$ cat src/rtl/vram_arbiter_pkg.sv
// Shared widths and arbiter FSM encoding for the VRAM arbiter slice.
package vram_arbiter_pkg;
    localparam int VRAM_ADDR_W = 11;
    localparam int VRAM_DATA_W = 8;

    typedef enum logic [1:0] {
        ST_IDLE        = 2'd0,
        ST_CPU_RD_WAIT = 2'd1,
        ST_CPU_ACK     = 2'd2
    } arbStateT;
endpackage

$ cat src/rtl/vram_posted_wbuf.sv
// One-entry posted write buffer for the VRAM arbiter (used only with VRAM_POSTED_WRITE_EN).
// Holds one CPU write, forwards it to matching reads and drains it when the RAM port is free.
module vram_posted_wbuf
    import vram_arbiter_pkg::*;
#(
    parameter int ADDR_W = VRAM_ADDR_W,
    parameter int DATA_W = VRAM_DATA_W
) (
    input  logic              clk,
    input  logic              reset,
    input  logic              load,
    input  logic [ADDR_W-1:0] loadAddr,
    input  logic [DATA_W-1:0] loadData,
    input  logic              portFree,
    input  logic [ADDR_W-1:0] vidAddr,
    input  logic [ADDR_W-1:0] cpuAddr,
    output logic              full,
    output logic              drainGo,
    output logic              vidHit,
    output logic              cpuHit,
    output logic [ADDR_W-1:0] bufAddr,
    output logic [DATA_W-1:0] bufData
);
    logic valid;

    assign full    = valid;
    assign drainGo = valid && portFree;
    assign vidHit  = valid && (vidAddr == bufAddr);
    assign cpuHit  = valid && (cpuAddr == bufAddr);

    // load is only ever asserted while the buffer is empty, so it never races a drain
    always_ff @(posedge clk) begin
        if (reset) begin
            valid   <= 1'b0;
            bufAddr <= '0;
            bufData <= '0;
        end else if (load) begin
            valid   <= 1'b1;
            bufAddr <= loadAddr;
            bufData <= loadData;
        end else if (drainGo) begin
            valid   <= 1'b0;
        end
    end
endmodule

$ cat src/rtl/vram_arbiter.sv
// VRAM arbiter: video reads win every cycle with a fixed 2-cycle latency; the CPU gets
// the leftover cycles via req/ack. Define VRAM_POSTED_WRITE_EN for a 1-entry posted write buffer.
module vram_arbiter
    import vram_arbiter_pkg::*;
#(
    parameter int ADDR_W = VRAM_ADDR_W,
    parameter int DATA_W = VRAM_DATA_W
) (
    input  logic              clk,
    input  logic              reset,
    input  logic              vid_req,
    input  logic [ADDR_W-1:0] vid_addr,
    output logic              vid_valid,
    output logic [DATA_W-1:0] vid_data,
    input  logic              cpu_req,
    input  logic              cpu_we,
    input  logic [ADDR_W-1:0] cpu_addr,
    input  logic [DATA_W-1:0] cpu_wdata,
    output logic              cpu_ack,
    output logic [DATA_W-1:0] cpu_rdata,
    output logic              ram_en,
    output logic              ram_we,
    output logic [ADDR_W-1:0] ram_addr,
    output logic [DATA_W-1:0] ram_wdata,
    input  logic [DATA_W-1:0] ram_rdata
);
    // state          | meaning
    // ST_IDLE        | accepting a CPU request; issued when the RAM port is free
    // ST_CPU_RD_WAIT | CPU read in flight; read data captured at the end of this cycle
    // ST_CPU_ACK     | cpu_ack pulse; cpu_req ignored (turnaround)
    arbStateT state, stateNext;

    logic              cpuIdleReq;
    logic              cpuWrIssue;
    logic              cpuRdIssue;
    logic              vidPend;
    logic [DATA_W-1:0] rdCapture;
    logic [DATA_W-1:0] vidCapture;

    assign cpuIdleReq = (state == ST_IDLE) && cpu_req;

`ifdef VRAM_POSTED_WRITE_EN
    logic              bufFull, drainGo, bufVidHit, bufCpuHit, rdViaRam;
    logic [ADDR_W-1:0] bufAddr;
    logic [DATA_W-1:0] bufData;
    logic              rdHit, vidHit;
    logic [DATA_W-1:0] rdHitData, vidHitData;

    vram_posted_wbuf #(.ADDR_W(ADDR_W), .DATA_W(DATA_W)) u_wbuf (
        .clk      (clk),
        .reset    (reset),
        .load     (cpuWrIssue),
        .loadAddr (cpu_addr),
        .loadData (cpu_wdata),
        .portFree (!vid_req),
        .vidAddr  (vid_addr),
        .cpuAddr  (cpu_addr),
        .full     (bufFull),
        .drainGo  (drainGo),
        .vidHit   (bufVidHit),
        .cpuHit   (bufCpuHit),
        .bufAddr  (bufAddr),
        .bufData  (bufData)
    );

    // A read that hits the buffer needs no RAM slot, so it may issue alongside video
    assign cpuWrIssue = cpuIdleReq && cpu_we && !bufFull;
    assign rdViaRam   = cpuIdleReq && !cpu_we && !bufCpuHit && !vid_req && !drainGo;
    assign cpuRdIssue = (cpuIdleReq && !cpu_we && bufCpuHit) || rdViaRam;

    assign ram_en    = vid_req || drainGo || rdViaRam;
    assign ram_we    = drainGo;
    assign ram_addr  = vid_req ? vid_addr : (drainGo ? bufAddr : cpu_addr);
    assign ram_wdata = bufData;

    always_ff @(posedge clk) begin
        if (reset) begin
            rdHit      <= 1'b0;
            rdHitData  <= '0;
            vidHit     <= 1'b0;
            vidHitData <= '0;
        end else begin
            if (cpuRdIssue) begin
                rdHit     <= bufCpuHit;
                rdHitData <= bufData;
            end
            vidHit     <= vid_req && bufVidHit;
            vidHitData <= bufData;
        end
    end

    assign rdCapture  = rdHit  ? rdHitData  : ram_rdata;
    assign vidCapture = vidHit ? vidHitData : ram_rdata;
`else
    assign cpuWrIssue = cpuIdleReq && cpu_we && !vid_req;
    assign cpuRdIssue = cpuIdleReq && !cpu_we && !vid_req;

    assign ram_en    = vid_req || cpuWrIssue || cpuRdIssue;
    assign ram_we    = cpuWrIssue;
    assign ram_addr  = vid_req ? vid_addr : cpu_addr;
    assign ram_wdata = cpu_wdata;

    assign rdCapture  = ram_rdata;
    assign vidCapture = ram_rdata;
`endif

    always_ff @(posedge clk) begin
        if (reset) state <= ST_IDLE;
        else       state <= stateNext;
    end

    always_comb begin
        stateNext = state;
        case (state)
            ST_IDLE: begin
                if (cpuWrIssue)      stateNext = ST_CPU_ACK;
                else if (cpuRdIssue) stateNext = ST_CPU_RD_WAIT;
            end
            ST_CPU_RD_WAIT: stateNext = ST_CPU_ACK;
            ST_CPU_ACK:     stateNext = ST_IDLE;
            default:        stateNext = ST_IDLE;
        endcase
    end

    always_comb begin
        cpu_ack = (state == ST_CPU_ACK);
    end

    // ram_rdata in cycle N+1 belongs to whoever was granted in N
    always_ff @(posedge clk) begin
        if (reset) begin
            vidPend   <= 1'b0;
            vid_valid <= 1'b0;
            vid_data  <= '0;
            cpu_rdata <= '0;
        end else begin
            vidPend   <= vid_req;
            vid_valid <= vidPend;
            if (vidPend)                  vid_data  <= vidCapture;
            if (state == ST_CPU_RD_WAIT)  cpu_rdata <= rdCapture;
        end
    end
endmodule
$ cat config.mk
export PLATFORM = sky130hd
export DESIGN_NAME = vram_arbiter
export DESIGN_NICKNAME = d
export VERILOG_FILES = /design/src/rtl/vram_arbiter_pkg.sv /design/src/rtl/vram_posted_wbuf.sv /design/src/rtl/vram_arbiter.sv
export SDC_FILE = /design/constraint.sdc
export NUM_CORES = 1
export LEC_CHECK = 0
export BUFFER_PORTS_ARGS = -buffer_cell sky130_fd_sc_hd__buf_2
export CAP_MARGIN = 5
export CORE_AREA = 4 4 54 56
export CTS_CLUSTER_DIAMETER = 100
export DETAILED_ROUTE_END_ITERATION = 8
export DIE_AREA = 0 0 58 60
export PLACE_DENSITY = 0.81
export SLEW_MARGIN = 20
export SYNTH_ARGS = -nofsm -noshare
export SYNTH_HDL_FRONTEND = slang
export SYNTH_SLANG_ARGS = --single-unit
$ cat constraint.sdc
create_clock -name clk -period 2.1 [get_ports clk]
set_clock_uncertainty 0.15 [all_clocks]
set_input_delay 0.315 -clock clk [delete_from_list [all_inputs] [get_ports clk]]
set_output_delay 0.315 -clock clk [all_outputs]
set_load 0.05 [all_outputs]
==> impl_results.md <==
* Synth top area cells: dfxtp_1, mux2i_1, mux2_2
* Unrepaired setup endpoints after global routing: no
* Die area at 3480 um2
* Max_slew headroom at 0.615
* Number of global-route vias before repair at around 800
* TritonCTS clock tree: done
* Clock slew at reported path FFs at roughly 100 ps
* Leak pwr at around 0.00067 uW
* Fin nets at about 190
* Synth Net Count at around 130
* Hold Path Sink: state[0]
* Area Overhead vs Synth at 33.1%
* CP max stage delay at about 350 ps
* WHS Path Cells at 2
* Ys Warns at 0
* Delay-heaviest family, CP: flip-flops
* Die Ht at 60 um
* Final Hold Fails at 0
* Clock root buffer: clkbuf_4
* Total negative slack at 0 ps
* Hold_ws at around 53 ps
* Initial Utilization at 0.374
* Input/output buffers at 65
* Die width at 58 um
* Clock sinks at 20
* Average routed wire per standard cell at 12.4 um
* WS Path Type: flip-flop to primary output
* DR WL met3 at between 200 and 300 um
* Crit path time final at 1690 ps
* Hold Startpoint: cpu_we
* Share of cells above drive strength 1 at 0.556
* Met2 WL at 1.02 mm
* Worst-margin pin slew at 578 ps
* Initial antenna violation count at 0
* Post-cts resize count at 0
* Final Cycle Share at 0.807
* Netlist Area Pre-Place at slightly above 900 um2
* Dominant cell by count in the synthesized netlist: dfxtp_1
* Htree depth at 1
* Peak VDD IR at ~350 uV
* Pwr dens at between 600 and 700 nW/um2
* Post-synthesis instance total at 88
* WP buf/inv at 1
* Wire length on met1 at between 800 and 900 um
* First DRT Iteration DRCs at 13
* I/O pin count at 82
* GP Congestion at 0.767
* CP Capture Type: primary output
* Uppermost layer routed: met3
* Congestion Overflow GR at 0
* Routed Antenna Nets at 0
* Post-synth EDFFs at 0
* Drt total wl at roughly 2.2 mm
* Flop-to-flop setup slack at 660 ps
* Detail Placement HPWL at roughly 1.8 mm
* Row count at 18
* Hold Buf Count CTS at 0
* Critical path peak fanout at 4
* Worst path slowest cell: dfxtp_1
* Maxcap violations at 0
* N_diodes at 0
* Worst hold path type: input port to flip-flop
* Reg-to-Reg End: cpu_rdata[7]
* Synthesized area per cell at 10.3 um2
* Vias post-DR at between 800 and 900
* Startpoint types: flip-flop
* Pin count of the biggest net entering global routing at 21
* Most frequent cells after synthesis: dfxtp_1, nor2_1, mux2i_1
* Required time worst endpoint at ~1600 ps
* Worst-path cell chain: nor2_1 -> and3_1 -> buf_2
* Final Power at between 800 and 900 uW
* Drt drc at 0
* Final setup fails at 0
* Peak Freq at approximately 590 MHz
* Worst reg-to-reg path cell count at 3
* Worst skew pair latency at 290 ps
* Largest area contributor in the netlist: dfxtp_1
* Critical R2R Launch: state[1]
* Global-route wire length before repair at about 3.3 mm
* Number of distinct library cells after synthesis at 14
* Predominant post-synthesis flop cell: dfxtp_1
* Yosys top cell area share at 0.440
* Status: complete, no violations
* Via/cell ratio at 4.61
* CP arrival at 1230 ps
* Post-synthesis async set-or-reset flop share at 0
* Yosys reg bits at 20
* Clock buffer count from CTS at 3
* Core ar. at approximately 2400 um2
* Final slew viol count at 0
* Post CTS Setup Buffer Count at 0
* Gr usage total at 0.122
* TritonRoute pass-1 iters at 4
* Bufs on Longest Clock Path at 2
* Register area share after synthesis at 0.440
==> cell families (layout without fill, tap and decap cells) <==
kind of cell | after synthesis | in the layout | synth area share
AO/OA/AOI/OAI | 2 | 2 | 0.0138
multiplexers | 27 | 27 | 0.312
buffers and inverters | 13 | 69 | 0.107
flip-flops | 20 | 20 | 0.440
AND/OR/NAND/NOR | 26 | 26 | 0.127
==> metal layers <==
layer / vias to the layer above / GRT usage
li1: 399 / -
met1: 345 / 0.134
met2: 58 / 0.227
met3: 0 / 0.0367
met4: 0 / 0.0331
met5: - / 0
==> state kept, by name, indices dropped and copies added, names as in the netlist <==
name,flops
cpu_rdata,8
vid_data,8
vid_valid,1
vidPend,1
state,2
==> placed cells by master, fill, tap and decap left out <==
master     n
nand2_1    1
nor3_1     2
clkbuf_4   3
nand2b_1   1
a21oi_1    1
clkbuf_8   1
nor2_1    17
dfxtp_1   20
and3_1     1
nor2b_1    4
mux2_2    11
buf_2     65
mux2i_1   16
a21o_1     1
==> final cells by class <==
type | count | area [um2]
fillers | 236 | 1220
clock buffers | 4 | 36.3
repair buffers | 65 | 325
well taps | 30 | 37.5
flip-flops and latches | 20 | 400
multi-input cells | 55 | 412
==> through the flow <==
step | util | worst slack (ps) | instance area [um2] | cells
after floorplan | - | 580 | 910 | 88
after global placement | 0.483 | 515 | 1170 | 170
after detailed placement | 0.483 | 487 | 1170 | 170
after CTS | 0.498 | 383 | 1210 | 174
after global routing | 0.498 | 293 | 1210 | 174
final | 0.498 | 406 | 1210 | 174
==> report_power, final <==
part           switching (uW)  internal [uW]
sequential               10.6            393
clock                     107            105
combinational             155           74.0
==> worst max-delay path by stage <==
stage / depth (start not counted) / endpoint / slack [ps] / startpoint
floorplan: 1 / cpu_ack / 580 / state[1]
global placement: 3 / ram_addr[2] / 510 / vid_req
detailed placement: 3 / ram_addr[5] / 490 / vid_req
CTS: 3 / ram_we / 380 / state[0]
global route: 3 / ram_we / 290 / state[0]
finish: 3 / ram_we / 410 / state[0]
Note: power is estimated with default switching activity, not from simulation.
